[config.mk]
export PLATFORM = sky130hd
export DESIGN_NAME = jtag_tap_slave
export DESIGN_NICKNAME = d
export VERILOG_FILES = /design/src/rtl/jtag_tap_slave.sv
export SDC_FILE = /design/constraint.sdc
export NUM_CORES = 1
export LEC_CHECK = 0
export ABC_AREA = 1
export BUFFER_PORTS_ARGS = -buffer_cell sky130_fd_sc_hd__buf_2
export CAP_MARGIN = 0
export CORE_MARGIN = 2
export CORE_UTILIZATION = 60
export CTS_CLUSTER_SIZE = 30
export DETAILED_ROUTE_END_ITERATION = 8
export PLACE_DENSITY = 0.84
export SYNTH_ARGS = -nofsm -noshare
export SYNTH_HDL_FRONTEND = slang
export SYNTH_SLANG_ARGS = --single-unit
[constraint.sdc]
create_clock -name tck -period 3.45 [get_ports tck]
set_input_delay 0.5175 -clock tck [delete_from_list [all_inputs] [get_ports tck]]
set_output_delay 0.5175 -clock tck [all_outputs]
set_load 0.01 [all_outputs]
[src/rtl/jtag_tap_slave.sv]
// jtag_tap_slave
// Target-side JTAG Test Access Port. Holds the 16-state TAP controller,
// the instruction register, and the BYPASS, IDCODE and USER data registers.
//
// Ports:
//   tck  - test clock; every state update happens on its rising edge
//   trst - synchronous active-low test reset
//   tdi  - serial data in, sampled on rising tck
//   tms  - mode select, sampled on rising tck
//   tdo  - serial data out; combinational from the current state and registers
//
// State table:
//   TLR      | test-logic-reset, IR forced to IDCODE
//   RTI      | run-test/idle
//   SEL_DR   | select DR scan
//   CAP_DR   | capture selected data register
//   SH_DR    | shift selected data register
//   EX1_DR   | exit1 DR
//   PAUSE_DR | pause DR, shift registers held
//   EX2_DR   | exit2 DR
//   UPD_DR   | update DR (USER update register only)
//   SEL_IR   | select IR scan
//   CAP_IR   | capture 0001 into IR shift register
//   SH_IR    | shift IR shift register
//   EX1_IR   | exit1 IR
//   PAUSE_IR | pause IR
//   EX2_IR   | exit2 IR
//   UPD_IR   | update IR from shift register
module jtag_tap_slave #(
  parameter int          IR_WIDTH   = 4,
  parameter logic [31:0] IDCODE_VAL = 32'h1234_5001,
  parameter int          USER_WIDTH = 32
) (
  input  logic tck,
  input  logic trst,
  input  logic tdi,
  input  logic tms,
  output logic tdo
);

  typedef enum logic [3:0] {
    TLR, RTI, SEL_DR, CAP_DR, SH_DR, EX1_DR, PAUSE_DR, EX2_DR, UPD_DR,
    SEL_IR, CAP_IR, SH_IR, EX1_IR, PAUSE_IR, EX2_IR, UPD_IR
  } state_t;

  localparam logic [IR_WIDTH-1:0] IR_IDCODE = IR_WIDTH'(1);
  localparam logic [IR_WIDTH-1:0] IR_USER   = IR_WIDTH'(2);

  state_t                state;
  logic [IR_WIDTH-1:0]   ir;
  logic [IR_WIDTH-1:0]   ir_sr;
  logic                  bypass_sr;
  logic [31:0]           id_sr;
  logic [USER_WIDTH-1:0] user_sr;
  logic [USER_WIDTH-1:0] user_reg;

  // Anything that is not IDCODE or USER (including 1111) routes through BYPASS.
  logic sel_idcode;
  logic sel_user;
  assign sel_idcode = (ir == IR_IDCODE);
  assign sel_user   = (ir == IR_USER);

  function automatic state_t next_state(input state_t cur, input logic m);
    case (cur)
      TLR:      return m ? TLR      : RTI;
      RTI:      return m ? SEL_DR   : RTI;
      SEL_DR:   return m ? SEL_IR   : CAP_DR;
      CAP_DR:   return m ? EX1_DR   : SH_DR;
      SH_DR:    return m ? EX1_DR   : SH_DR;
      EX1_DR:   return m ? UPD_DR   : PAUSE_DR;
      PAUSE_DR: return m ? EX2_DR   : PAUSE_DR;
      EX2_DR:   return m ? UPD_DR   : SH_DR;
      UPD_DR:   return m ? SEL_DR   : RTI;
      SEL_IR:   return m ? TLR      : CAP_IR;
      CAP_IR:   return m ? EX1_IR   : SH_IR;
      SH_IR:    return m ? EX1_IR   : SH_IR;
      EX1_IR:   return m ? UPD_IR   : PAUSE_IR;
      PAUSE_IR: return m ? EX2_IR   : PAUSE_IR;
      EX2_IR:   return m ? UPD_IR   : SH_IR;
      UPD_IR:   return m ? SEL_DR   : RTI;
      default:  return TLR;
    endcase
  endfunction

  always_ff @(posedge tck) begin
    if (!trst) begin
      state     <= TLR;
      ir        <= IR_IDCODE;
      ir_sr     <= '0;
      bypass_sr <= 1'b0;
      id_sr     <= '0;
      user_sr   <= '0;
      user_reg  <= '0;
    end else begin
      state <= next_state(state, tms);
      case (state)
        TLR:    ir <= IR_IDCODE;
        CAP_IR: ir_sr <= IR_IDCODE;
        SH_IR:  ir_sr <= {tdi, ir_sr[IR_WIDTH-1:1]};
        UPD_IR: ir <= ir_sr;
        CAP_DR: begin
          if (sel_idcode)    id_sr     <= IDCODE_VAL;
          else if (sel_user) user_sr   <= user_reg;
          else               bypass_sr <= 1'b0;
        end
        SH_DR: begin
          if (sel_idcode)    id_sr     <= {tdi, id_sr[31:1]};
          else if (sel_user) user_sr   <= {tdi, user_sr[USER_WIDTH-1:1]};
          else               bypass_sr <= tdi;
        end
        UPD_DR: if (sel_user) user_reg <= user_sr;
        default: ;
      endcase
    end
  end

  always_comb begin
    tdo = 1'b0;
    case (state)
      SH_IR: tdo = ir_sr[0];
      SH_DR: begin
        if (sel_idcode)    tdo = id_sr[0];
        else if (sel_user) tdo = user_sr[0];
        else               tdo = bypass_sr;
      end
      default: tdo = 1'b0;
    endcase
  end

endmodule

; Word-level counts from Yosys, hierarchy flattened
; Cells that the tools add are included.
; W data, S select, Z words.
[classes]
n_eq_ne = 25
n_mux = 31
reduce_logical = 11
[op_table]
columns = cell, count
row1 = $mux W32, 6
row2 = $pmux W32 S2, 2
row3 = $pmux W4 S12, 1
row4 = $eq A4 B4 Y1 const B, 8
row5 = $eq A4 B3 Y1 const B, 4
row6 = $mux W4, 4
row7 = $ne A2 B2 Y1 const B, 8
row8 = $pmux W4 S2, 2
row9 = $eq A4 B2 Y1 const B, 3
row10 = $reduce_and A5 Y1, 2
row11 = $mux W1, 9
row12 = $eq A4 B1 Y1 const B, 2
row13 = $mux W2, 3
row14 = $mux W3, 2
row15 = $reduce_bool A2 Y1, 3
row16 = $logic_not A4 Y1, 1
row17 = $pmux W1 S2, 2
row18 = $reduce_or A2 Y1, 2
row19 = $reduce_and A3 Y1, 1
row20 = $reduce_or A3 Y1, 1
row21 = $reduce_and A2 Y1, 1
[word_totals]
regBits = 109
input_bits = 4
out_inout_bits = 1
wordCells = 74

; Longest topological paths before layout
[logic_depth]
ltp_word = 4
ltp_mapped = 9
ltp_nobuf = 9

; Worst setup path after synthesis
; Ideal clock, no wire load.
[synth_timing]
kind = register -> output
from = reg state[0]
to = out tdo
arrival_time_ns = 1.172
required_ns = 2.932
slack_ns = 1.761
path_stages_with_launch = 7
n_path_buf = 1
cell_sequence = dfxtp_1 nor2_4 nand2_4 nor2_4 buf_2 nand2_1 nand3_1
[synth_between]
elab_chain_len = 2
word_cells_on_any_way = 3
cone_classes = 2 x eq/ne / 1 x mux
[synth_rtl]
columns = element, line
row1 = start: declaration, 49  ; state_t state;
row2 = start signal: assignment, 95  ; state <= next_state(state, tms);
row3 = $eq A4 B3 Y1 / $eq A4 B4 Y1 (equally long branches), 119  ; case (state)
row4 = $pmux W1 S2 *, 119
row5 = end: declaration, 38  ; output logic tdo
; Every way passes the cells marked *; elsewhere a longest branch is shown, timed or not.

; Worst setup path in the final report
; Same ends and word-level chain as after synthesis.

==> impl_metrics.tcl <==
set metrics [dict create \
    mostFrequentLayoutCell "nand2_1" \
    min_tclk_post_route_ps 2610 \
    hold_path_class "input port to register" \
    insertion_delay_ps 370 \
    fill_cells 660 \
    synthesis.nets 638 \
    synth.top_cell.area_share_pct 48.1 \
    cts_num_sinks 109 \
    placement_rows 31 \
    layout_stage_area_growth_over_the_synthesis_result_pct 4.25 \
    grt_first_pass_wirelength_mm 15.5 \
    grt_use_met2_pct 38.9 \
    tritoncts_clock_tree "yes" \
    die-area_sq_um 8270 \
    layout-drive-gt1-share_pct 5.79 \
    mappedNetlistArea_sq_um 4530 \
    commonest_cells_after_routing_fill_and_taps_aside "160 x nand2_1, 109 x dfxtp_1, 89 x a21oi_1" \
    dieWidth_microns 90.9 \
    syn-mean-instance-area_sq_um 7.15 \
    rsz0062_at_grt "no" \
    core_region_area_sq_um 7290 \
    synth-warning-count 0 \
    final_nets 621 \
    status "completed" \
    place_ws_ps 1260 \
    dominantRegCellSynth "dfxtp_1" \
    hold-worst-slack_ps 403 \
    critical_path_arrival_ps 2090 \
    finalClockSkew_ps 9.25 \
    power_density_of_the_placed_cells_nw_per_um2 457 \
    worst-r2r-setup-slack_ps 1360 \
    global_route.usage.met1_pct 26.7 \
    postPlaceCellArea_sq_um 4510 \
    synth.lib_cells_used.distinct 24 \
    finalPower_mw 2.16 \
    critPathMaxFanout 52 \
    antenna_left 0 \
    post_synth_inst_count 634 \
    grt_util_met3_pct 4.42 \
    power_leakage_nw 1.90 \
    antenna_found_initial 0 \
    post-route-period-util_pct 75.6 \
    drv.max_cap_violation_count 0 \
    worst_pin_slew_ps 882 \
    grt_max_degree 76 \
    globalRoute.busiestLayer "met2" \
    placedCellCount 705 \
    end_kind "primary output" \
    clk_pin_slew_worst_paths_ps 110 \
    postCtsHoldBufs 0 \
    slew_violations 0 \
    fmax_ghz 0.383 \
    multi_input_area_sq_um 2000 \
    grt_pass1_vias 3734 \
    vias 3851 \
    ir_drop_uv 418 \
    vias_per_cell 5.34 \
    synth.largest_area_cell "dfxtp_1" \
    drt_pre_antenna_iters 5 \
    cts_post_setup_buffers_inserted 0 \
    cts_buffer_depth 2 \
    insertedDiodeCount 0 \
    timing.final.hold_violations 0 \
    finish.cell_count_without_fillers 721 \
    ctsRootBufferMaster "clkbuf_8" \
    cts_made_buffers 9 \
    synthTopCellsByArea "dfxtp_1 48%, nand2_1 13%, a21oi_1 9.8%" \
    post_cts_resized 0 \
    drc_errors 0 \
    die-height_microns 90.9 \
    timing.max_slew.rel_slack_pct 40.9 \
    gpl.final_weighted_congestion 0.887 \
    cts_htree_levels 3 \
    post-route-worst-setup-slack_ps 842 \
    timing.critical_path.required_ps 2930 \
    setup_viol 0 \
    ioPinCount 5 \
    ys_ff_latch 109 \
    groute.usage.overall_pct 22.3 \
    synth_sequential_area_ratio_pct 48.1 \
    drt-initial-drc-count 296 \
    layout.cell_area.non_filler_sq_um 4730 \
    initial_utilization_pct 62.2 \
    globalRouteOverflowTotal 0 \
    seq_area_sq_um 2180 \
    core_utilization_of_the_finished_layout_pct 64.8 \
    timing.setup.tns_ps 0 \
    drt-total-wl_mm 8.82 \
    wl_per_cell_microns 12.2 \
    critPathLaunchType "register" \
    synth-async-reset-ratio_pct 0 \
    numPortBuffers 4 \
    timing.setup.critical_path_class "register to primary output" \
    synth-edff-count 0 \
    dpl.hpwl_mm 5.17 \
]
-- path summary, 6_finish.rpt --
kind            start        to  depth (start not counted)
max          state[0]       tdo                          7
min reg2reg     ir[3]     ir[3]                          2
min               tdi  ir_sr[3]                          3
max reg2reg  state[0]  id_sr[2]                          6
-- kinds of logic after synthesis --
logic type	Yosys count	synth area share, %
AND/OR/NAND/NOR	267	23.8
AO/OA/AOI/OAI	183	20.3
flip-flops	109	48.1
buffers and inverters	75	7.67
-- critical path, cell delays in order (launching register included) --
cell and delay, ps:
dfxtp_1 410, nor2_4 210, nand2_4 340, nor2_4 190
buf_4 260, nand2_1 80, nand3_1 80, buf_2 130
-- where the power goes --
part           total (mW)  switching, mW  internal, mW
Combinational      0.0802         0.0588        0.0214
Clock               0.811          0.457         0.355
Sequential           1.27        0.00650          1.26
-- cell type report --
class / instances / area share [%]
Tap cell: 99 / 2.62
Clock buffer: 9 / 2.62
Inverter: 38 / 3.02
Sequential cell: 109 / 46.2
Multi-Input combinational cell: 450 / 42.4
Timing Repair Buffer: 9 / 1.22
Clock inverter: 7 / 1.96
-- cells in the mapped netlist, types with 2 or more instances --
cell type,n
nand2_1,160
dfxtp_1,109
a21oi_1,89
nor2_1,85
o21ai_0,83
inv_1,35
buf_2,17
clkbuf_1,13
nand3_1,11
o21ai_1,7
buf_6,5
nand2_4,3
nor2_4,3
a31oi_1,2
buf_4,2
inv_2,2
-- metal layers --
metal	wire [microns]	part of all wire (%)
met5	0	0
met4	159	1.8
met3	318	3.6
met2	4210	48
met1	4140	47
(Power assumes the default switching activity.)
